[config.mk]
export PLATFORM = sky130hd
export DESIGN_NAME = cdb_scheduler
export DESIGN_NICKNAME = d
export VERILOG_FILES = /design/src/rtl/cdb_scheduler.sv
export SDC_FILE = /design/constraint.sdc
export NUM_CORES = 1
export LEC_CHECK = 0
export CORE_ASPECT_RATIO = 1.1
export CORE_MARGIN = 5
export CORE_UTILIZATION = 25
export DETAILED_ROUTE_END_ITERATION = 6
export PLACE_DENSITY_LB_ADDON = 0.1
export SYNTH_ARGS = -nofsm -noshare
export SYNTH_HDL_FRONTEND = slang
export SYNTH_SLANG_ARGS = --single-unit
export TNS_END_PERCENT = 30
[constraint.sdc]
create_clock -name clk -period 1.02 [get_ports clk]
set_clock_uncertainty 0.15 [all_clocks]
set_input_delay 0.153 -clock clk [delete_from_list [all_inputs] [get_ports clk]]
set_output_delay 0.153 -clock clk [all_outputs]
set_load 0.005 [all_outputs]
[src/rtl/cdb_scheduler.sv]
// CDB write-back scheduler for the issue stage.
// Keeps a reservation table of upcoming CDB cycles and grants an issue only
// when the write-back slot at that unit's latency is free. Integer and
// load/store share latency 1; contention between them alternates.
//
// Table entry i describes the CDB in cycle t+i. A grant of latency L made in
// cycle t is written into entry L-1 at the next edge, so it reaches entry 0
// (and therefore the CDB) in cycle t+L.
module cdb_scheduler #(
   parameter int MULT_LAT = 3,
   parameter int DIV_LAT  = 6
) (
   input  logic       clk,
   input  logic       reset,
   input  logic       int_req,
   input  logic       ls_req,
   input  logic       mult_req,
   input  logic       div_req,
   input  logic       div_busy,
   output logic       int_grant,
   output logic       ls_grant,
   output logic       mult_grant,
   output logic       div_grant,
   output logic       cdb_valid,
   output logic [3:0] cdb_sel,
   output logic       ls_prio
);

   localparam logic [1:0] OWN_LS   = 2'd0;
   localparam logic [1:0] OWN_MULT = 2'd1;
   localparam logic [1:0] OWN_DIV  = 2'd2;
   localparam logic [1:0] OWN_INT  = 2'd3;

   typedef struct packed {
      logic       valid;
      logic [1:0] owner;
   } slot_t;

   slot_t occ [DIV_LAT];

   logic  lat1_free;
   logic  contention;
   slot_t lat1_entry;

   // Grant decision from current requests and reservation state.
   // The divider's slot (index DIV_LAT) lies past the table and is never taken.
   always_comb begin
      lat1_free  = ~occ[1].valid;
      contention = int_req & ls_req & lat1_free;
      int_grant  = reset & int_req & lat1_free & ~(ls_req & ls_prio);
      ls_grant   = reset & ls_req & lat1_free & ~(int_req & ~ls_prio);
      mult_grant = reset & mult_req & ~occ[MULT_LAT].valid;
      div_grant  = reset & div_req & ~div_busy;
      lat1_entry.valid = int_grant | ls_grant;
      lat1_entry.owner = int_grant ? OWN_INT : OWN_LS;
   end

   // Advance the reservation table one cycle, merge new grants, toggle tie-break.
   always_ff @(posedge clk or negedge reset) begin
      if (!reset) begin
         for (int i = 0; i < DIV_LAT; i++) begin
            occ[i] <= '0;
         end
         ls_prio <= 1'b0;
      end else begin
         for (int i = 0; i < DIV_LAT-1; i++) begin
            occ[i] <= occ[i+1];
            if (i == 0 && lat1_entry.valid) begin
               occ[i] <= lat1_entry;
            end
            if (i == MULT_LAT-1 && mult_grant) begin
               occ[i] <= '{valid: 1'b1, owner: OWN_MULT};
            end
         end
         occ[DIV_LAT-1] <= div_grant ? '{valid: 1'b1, owner: OWN_DIV} : '0;
         if (contention) begin
            ls_prio <= ~ls_prio;
         end
      end
   end

   // CDB source select: one-hot decode of the current-cycle slot owner.
   always_comb begin
      cdb_sel   = 4'b0000;
      cdb_valid = occ[0].valid;
      if (occ[0].valid) begin
         cdb_sel[occ[0].owner] = 1'b1;
      end
   end

   // A slot may only ever be claimed once; these catch double-claims.
   a_int_ls_excl: assert property (@(posedge clk) disable iff (!reset)
      !(int_grant && ls_grant));
   a_lat1_free: assert property (@(posedge clk) disable iff (!reset)
      !((int_grant || ls_grant) && occ[1].valid));
   a_mult_free: assert property (@(posedge clk) disable iff (!reset)
      !(mult_grant && occ[MULT_LAT].valid));
   a_sel_onehot: assert property (@(posedge clk) disable iff (!reset)
      $onehot0(cdb_sel));

endmodule

### Word level (Yosys, flattened, before mapping)

Index checks and enable logic that the tools add are counted.

| cells by class | value |
|---|---|
| reduce and logical (&&, ||, !) cells | 1 |
| muxes and demuxes | 7 |
| bitwise operators | 21 |
| $lt $le $gt $ge | 2 |

Operators with widths:

| operator | number |
|---|---|
| 1-bit bitwise AND | 14 |
| 3-bit 2-to-1 mux | 3 |
| 1-bit inverter | 6 |
| 4-bit 2-to-1 mux | 1 |
| 2-bit by 3-bit less-than comparator with 1-bit output, second input constant | 1 |
| 1-bit demux with 2-bit select | 1 |
| 2-bit by 1-bit greater-or-equal comparator with 1-bit output, second input constant | 1 |
| 2-bit 2-to-1 mux | 1 |
| 1-bit logical AND | 1 |
| 1-bit 2-to-1 mux | 1 |
| 1-bit bitwise OR | 1 |

| storage, ports and cells | value |
|---|---|
| logic and storage cells | 44 |
| flip-flop bits (word level) | 19 |
| output and inout port bits | 10 |

### Depth between registers and ports, before layout

| depth | value |
|---|---|
| word-level depth | 6 |
| depth in mapped cells | 2 |
| mapped depth without buffers | 2 |

### Least setup slack after synthesis

Ideal clock, no wire load.

| path | value |
|---|---|
| kind | reg2out |
| start | register occ[14] (netlist bit) |
| end | output port ls_grant |
| data required time | 0.717 ns |
| path slack | -0.034 ns |
| stages on the path, launching flop included | 3 |
| arrival time | 0.751 ns |
| cell sequence | dfrtp_1 -> and3b_1 -> a21boi_2 |

| between the ends | value |
|---|---|
| cells in the longest elaborated chain, start to end | 3 |

Ends and longest elaborated chain:

| what | RTL line | RTL |
|---|---|---|
| start, declared | 39 | `slot_t occ [DIV_LAT];` |
| start signal, assigned by index | 67 | `occ[i] <= occ[i+1];` |
| start signal, assigned by index | 69 | `occ[i] <= lat1_entry;` |
| start signal, assigned by index | 72 | `occ[i] <= '{valid: 1'b1, owner: OWN_MULT};` |
| 1-bit inverter | 48 | `lat1_free = ~occ[1].valid;` |
| 1-bit bitwise AND (2 in series) | 51 | `ls_grant = reset & ls_req & lat1_free & ~(int_req & ~ls_prio);` |
| end, declared | 21 | `output logic ls_grant,` |

No other way between the ends.

### Final worst setup path

Same ends and word-level chain as after synthesis.

==> impl_metrics.py <==
metrics = {
    "sta": {
        "timing.fmax_mhz": 644.2,
        "setup_viol": 12,
        "tightestPinTransition_ps": 183.2,
        "fin_crit_ps": 1552,
        "slew_headroom": 0.8775,
        "slew_viol_final": 0,
        "worst_slack_ps": -532.3,
        "period_share": 1.522,
        "rsz0062_at_grt": "true",
        "hold_viol_final": 0,
    },
    "worst_setup_path": {
        "reg2reg_slack_ps": -300,
        "endpoint": "ls_grant",
        "path_max_fanout": 3,
        "cp.required_ps": 720,
        "critical_path_arrival_ps": 1250,
        "path_class": "reg -> out",
        "r2r_end": "occ[15]$_DFF_PN0_",
        "crit_start": "occ[14]$_DFF_PN0_",
        "cp-end-kind": "primary output",
        "reg2reg_depth": 6,
        "worst_setup_path_start_kind": "flop",
        "crit-reg2reg-launch": "occ[14]$_DFF_PN0_",
    },
    "global_route": {
        "grt_pass1_vias": 446,
        "grt_pass1_wl_um": 1683,
        "grtUsageTotal": 0.08110,
        "grt_max_degree": 9,
        "grt_antenna_before_repair": 0,
        "grt-ovfl-total": 0,
    },
    "cts": {
        "cts_tree": "done",
        "clk_path_buf_depth": 2,
        "clkLatencyLatePin_ps": 270,
        "cts_made_buffers": 3,
        "cts-htree-levels": 1,
        "clock_sinks": 13,
        "cts_root_buf": "clkbuf_4",
        "cts.reportedPaths.clkPinSlew_ps": 70,
    },
    "drt": {
        "drt-wirelength-per-cell_um": 10.35,
        "drc": 0,
        "drtPass1Iterations": 2,
        "routed_wl_um": 1045,
        "ant_nets": 0,
        "initialDrtViolationCount": 4,
        "routed_via_density": 4.248,
        "num_vias": 429,
    },
    "hold_path": {
        "hp-class": "in -> reg",
        "whs_path_depth": 3,
    },
    "logic_synthesis": {
        "syn_nets": 45,
        "yosysSeqAreaShare": 0.6933,
        "avgSynthCellArea_sq_um": 12.35,
        "yosysTopAreaCell": "dfrtp_1",
        "synth-seq-cells": 13,
        "synth.distinct_cells": 15,
        "ys_top_cells_by_area": "dfrtp_1, and3b_1, nand3b_1",
        "netlist_instances": 38,
        "synth_area_sq_um": 469.2,
        "yosysWarnings": 0,
        "synth_top_area_share": 0.6933,
    },
    "floorplanning": {
        "rows": 16,
        "initial_core_util": 0.2633,
        "die_y_um": 55.44,
        "die-area_sq_um": 2844,
        "fp.coreArea_sq_um": 1782,
        "die_w_um": 51.31,
        "ios": 17,
    },
    "cells_and_area": {
        "area_growth_syn_to_layout_pct": 84.00,
        "diodes": 0,
        "final_area_sq_um": 863.3,
        "layout.nets": 91,
        "drive_gt1_frac": 0.5060,
    },
    "status": {
        "violations": "setup timing",
        "status": "complete, but fails checks",
    },
    "power": {
        "powerDensity_nw_per_um2": 1422,
        "total_power_mw": 1.228,
        "power_leakage_nw": 0.4636,
        "ir_drop_v": 0.0007297,
    },
    "run": {
        "maxCapViolations": 0,
    },
    "placed_design": {
        "dp_hpwl_um": 711.4,
        "globalplace.congestion": 0.7076,
        "port_buffers": 16,
        "place_area_sq_um": 738.2,
    },
}
worst max-delay path, stage by stage, from the launching register on:
cell and delay (ps):
dfrtp_1 390, buf_6 120, and3b_1 220, a21boi_2 140, buf_2 110
area by class of cell:
| class | instances | area, sq um |
|---|---|---|
| clock buffers | 4 | 26.28 |
| fillers | 161 | 918.4 |
| inverters | 3 | 11.26 |
| multi-input cells | 21 | 151.4 |
| flip-flops and latches | 13 | 325.3 |
| well taps | 18 | 22.52 |
| repair buffers | 42 | 326.6 |
cells by family (layout without fill, tap and decap cells):
kind of cell / Yosys count / in the layout / share of synthesized area
DFF: 13 / 13 / 0.6933
and+or+nand+nor: 16 / 16 / 0.1947
AOI/OAI and AO/OA: 4 / 4 / 0.06132
buffers and inverters: 4 / 49 / 0.03199
xor gates and xnor gates: 1 / 1 / 0.01867
timing repair:
| action | 4_1_cts | 5_1_grt |
|---|---|---|
| resized for setup | 42 | 11 |
| hold buffers | 3 | 0 |
| endpoints found under the setup margin | 14 | 13 |
| hold endpoints to repair | 13 | 0 |
| pin swaps | 8 | 3 |
| setup buffers | 10 | 1 |
through the flow:
step	hold WS, ps	worst slack, ps	utilization	std cells	TNS (ps)
detailed placement	185.8	-838.6	0.4143	83	-7062
finish	52.34	-532.3	0.4846	101	-3142
floorplan	-292.6	-33.63	-	38	-33.63
global route	47.67	-615.9	0.4846	101	-3939
global placement	182.5	-819.6	0.4143	83	-6943
CTS	22.91	-540.4	0.4740	100	-3403
power by group:
group | switching (mW) | internal (mW) | leakage (nW)
Clock | 0.155 | 0.151 | 0.0150
Combinational | 0.122 | 0.202 | 0.282
Sequential | 0.0312 | 0.566 | 0.167
Total | 0.308 | 0.919 | 0.464
synthesized netlist by cell type:
cell and instances:
inv_1 3, o21ai_0 1, nand2_1 3, and3_1 1, nor2_1 4, and2_1 1, xnor2_1 1, nor3b_1 1
and3b_1 2, clkbuf_1 1, nand2b_1 2, o22ai_1 2, dfrtp_1 13, a21boi_2 1, nand3b_1 2
worst min path at each step:
stage | start | end
after floorplan | reset | cdb_valid$_DFF_PN0_
after global placement | occ[11]$_DFF_PN0_ | occ[14]$_DFF_PN0_
after detailed placement | occ[11]$_DFF_PN0_ | occ[14]$_DFF_PN0_
after CTS | reset | occ[9]$_DFF_PN0_
after global routing | reset | occ[9]$_DFF_PN0_
final | reset | occ[9]$_DFF_PN0_
placed cells by master (no fill, tap or decap), types with 3 or more instances in the layout:
| cell | netlist | layout |
|---|---|---|
| buf_2 | 0 | 7 |
| buf_4 | 0 | 20 |
| buf_6 | 0 | 4 |
| clkbuf_4 | 0 | 3 |
| dfrtp_1 | 13 | 13 |
| dlygate4sd2_1 | 0 | 3 |
| dlygate4sd3_1 | 0 | 3 |
| inv_1 | 3 | 3 |
| nand2_1 | 3 | 3 |
flip-flops by register name (all words and copies together) (netlist names):
register	cells
cdb_valid	1
occ	11
ls_prio	1
routing by layer:
layer  track usage  part of all wire  wire length [um]  vias up
met5             0                 0                 0        -
met4       0.07116             0.024                25        0
met3       0.02957              0.10               108        4
met2        0.1308              0.50               524       18
met1       0.07899              0.37               387      194
li1              -                 -                 -      213
Power figures use the tool's default switching activity.
==> edit (same flow settings) <==
Register the input `div_busy` before use. The logic sees it one clock later. The other inputs are not delayed to match.
--- a/src/rtl/cdb_scheduler.sv
+++ b/src/rtl/cdb_scheduler.sv
@@ -36,6 +36,12 @@
       logic [1:0] owner;
    } slot_t;
 
+   logic div_busy_q;
+
+   always_ff @(posedge clk) begin
+      div_busy_q <= div_busy;
+   end
+
    slot_t occ [DIV_LAT];
 
    logic  lat1_free;
@@ -50,7 +56,7 @@
       int_grant  = reset & int_req & lat1_free & ~(ls_req & ls_prio);
       ls_grant   = reset & ls_req & lat1_free & ~(int_req & ~ls_prio);
       mult_grant = reset & mult_req & ~occ[MULT_LAT].valid;
-      div_grant  = reset & div_req & ~div_busy;
+      div_grant  = reset & div_req & ~div_busy_q;
       lat1_entry.valid = int_grant | ls_grant;
       lat1_entry.owner = int_grant ? OWN_INT : OWN_LS;
    end
Formal check against the unedited RTL: not equivalent (a bounded check fails within 4 cycles, from zero or initial values and one cycle with reset low).
==> edit against the original RTL <==
The run still ends with negative setup slack left; area after synthesis is 4.3% higher; cell area increased by 1.9%; die area increased by 3.5%; power increased by 11%; setup slack improved by 0.12 ns; first-iteration DRC count down 50%; non-clock buffer count down 6; routed wire length is 3.3% lower; sequential cell count increased by 1.
==> edit: results (changes against the original RTL) <==
| Metric | Value |
|---|---|
| Final WS setup | -0.416 ns (+0.117 ns) |
| Wire length on met3 | 73 um (-32%) |
| Largest cells by area after synthesis | dfrtp_1 66%, dfxtp_1 4.1%, and3b_1 3.6% |
| Wirelength per Cell | 9.62 um (-7.0%) |
| Layout cell share with drive strength beyond 1 | 50.0% (-0.60 points) |
| Clock tree sinks | 14 (+1) |
| Routability cong. | 0.648 (-8.4%) |
| Global routing usage on met2 | 12.7% (-0.33 points) |
| Sequential cell area share | 39.3% (+1.6 points) |
| Leakage | 0.000451 uW (-2.7%) |
| Clock-cell share | 4.13% (+1.1 points) |
| Final setup viols | 13 (+1) |
| First-pass GRT wire length | 1760 um (+4.5%) |
| Fillers | 184 (+14%) |
| DR iter-0 viols | 2 (-2) |
| M1 WL | 417 um (+7.8%) |
| Register area share after synthesis | 70.6% (+1.3 points) |
| Overall Global Routing Usage | 7.88% (-0.23 points) |
| Rel. slew slack | 85.1% (-2.6 points) |
| Failing checks | negative setup slack |
| Ys async rst share | 92.9% (-7.1 points) |
| Post-DP HPWL | 783 um (+10%) |
| Critical path arrival | 1.13 ns (-0.12 ns) |
| Vias | 421 (-1.9%) |
| Vias in the first global route | 427 (-4.3%) |
| Synthesized area per cell | 12.5 um^2 (+1.6%) |
| Peak VDD IR | 926 uV (+27%) |
| Status | finished, violations left |
| Bufs w/o clock | 36 (-14%) |
| Post-synth cell types | 16 (+1) |
| Synth Area in XOR/XNOR | 1.79% (-0.076 points) |
| DR pass1 iterations | 3 (+1) |
| NonClk Buf Share | 32.7% (-5.1 points) |
| Met3 Usage GRT | 3.44% (+0.48 points) |
| Placed Area | 769 um^2 (+4.2%) |
| Met2 Wirelength | 520 um (-0.76%) |
-- edit: cell types whose count changed after synthesis, sizes merged --
| cell | change |
|---|---|
| dfxtp | +1 |
-- edit: repair_timing --
| item | CTS | global route |
|---|---|---|
| endpoints found under the hold margin | 13 | 0 |
| hold buffers | 3 | 0 |
| resized for setup | 45 | 5 |
| pin swaps | 4 | 0 |
| setup endpoints to repair | 13 | 13 |
| buffers inserted | 5 | 0 |
-- edit: worst paths after layout --
kind / cells past startpoint / to / from
worst max-delay path: 3 / ls_grant / occ[14]
worst min-delay path: 1 / div_busy_q / div_busy
worst max register to register: 3 / occ[15] / ls_prio
worst min register to register: 0 / occ[12] / occ[9]
max in group asynchronous: 4 / occ[10] / reset
min in group asynchronous: 3 / cdb_valid / reset
-- edit: power groups by stage --
stage | Sequential (uW) | Combinational (uW) | Clock, uW
final | 647 | 329 | 383
after global routing | 656 | 365 | 426
after CTS | 645 | 333 | 401
after detailed placement | 655 | 313 | 0
after global placement | 652 | 315 | 0
after floorplan | 653 | 83.7 | 0
-- edit: critical path, cell delays in order, from the launching register on --
cell and delay, ns:
dfrtp_1 0.38, and3b_1 0.22, a21boi_2 0.14, buf_2 0.11
-- edit: through the flow --
stage,TNS (ns),std cells,hold WS (ns),util (%),worst slack [ns]
after floorplan,-0.0336,39,-0.293,-,-0.0336
after global placement,-7.24,93,0.183,42.2,-0.834
after detailed placement,-7.28,93,0.187,42.2,-0.844
after CTS,-3.31,105,0.170,48.3,-0.436
after global routing,-3.72,105,0.182,48.3,-0.509
final,-2.93,105,0.176,48.3,-0.416
-- edit: cells by family after synthesis --
kind of cell	after synthesis
and+or+nand+nor	16
xor gates and xnor gates	1
DFF	14
AOI/OAI and AO/OA	4
buffers and inverters	4
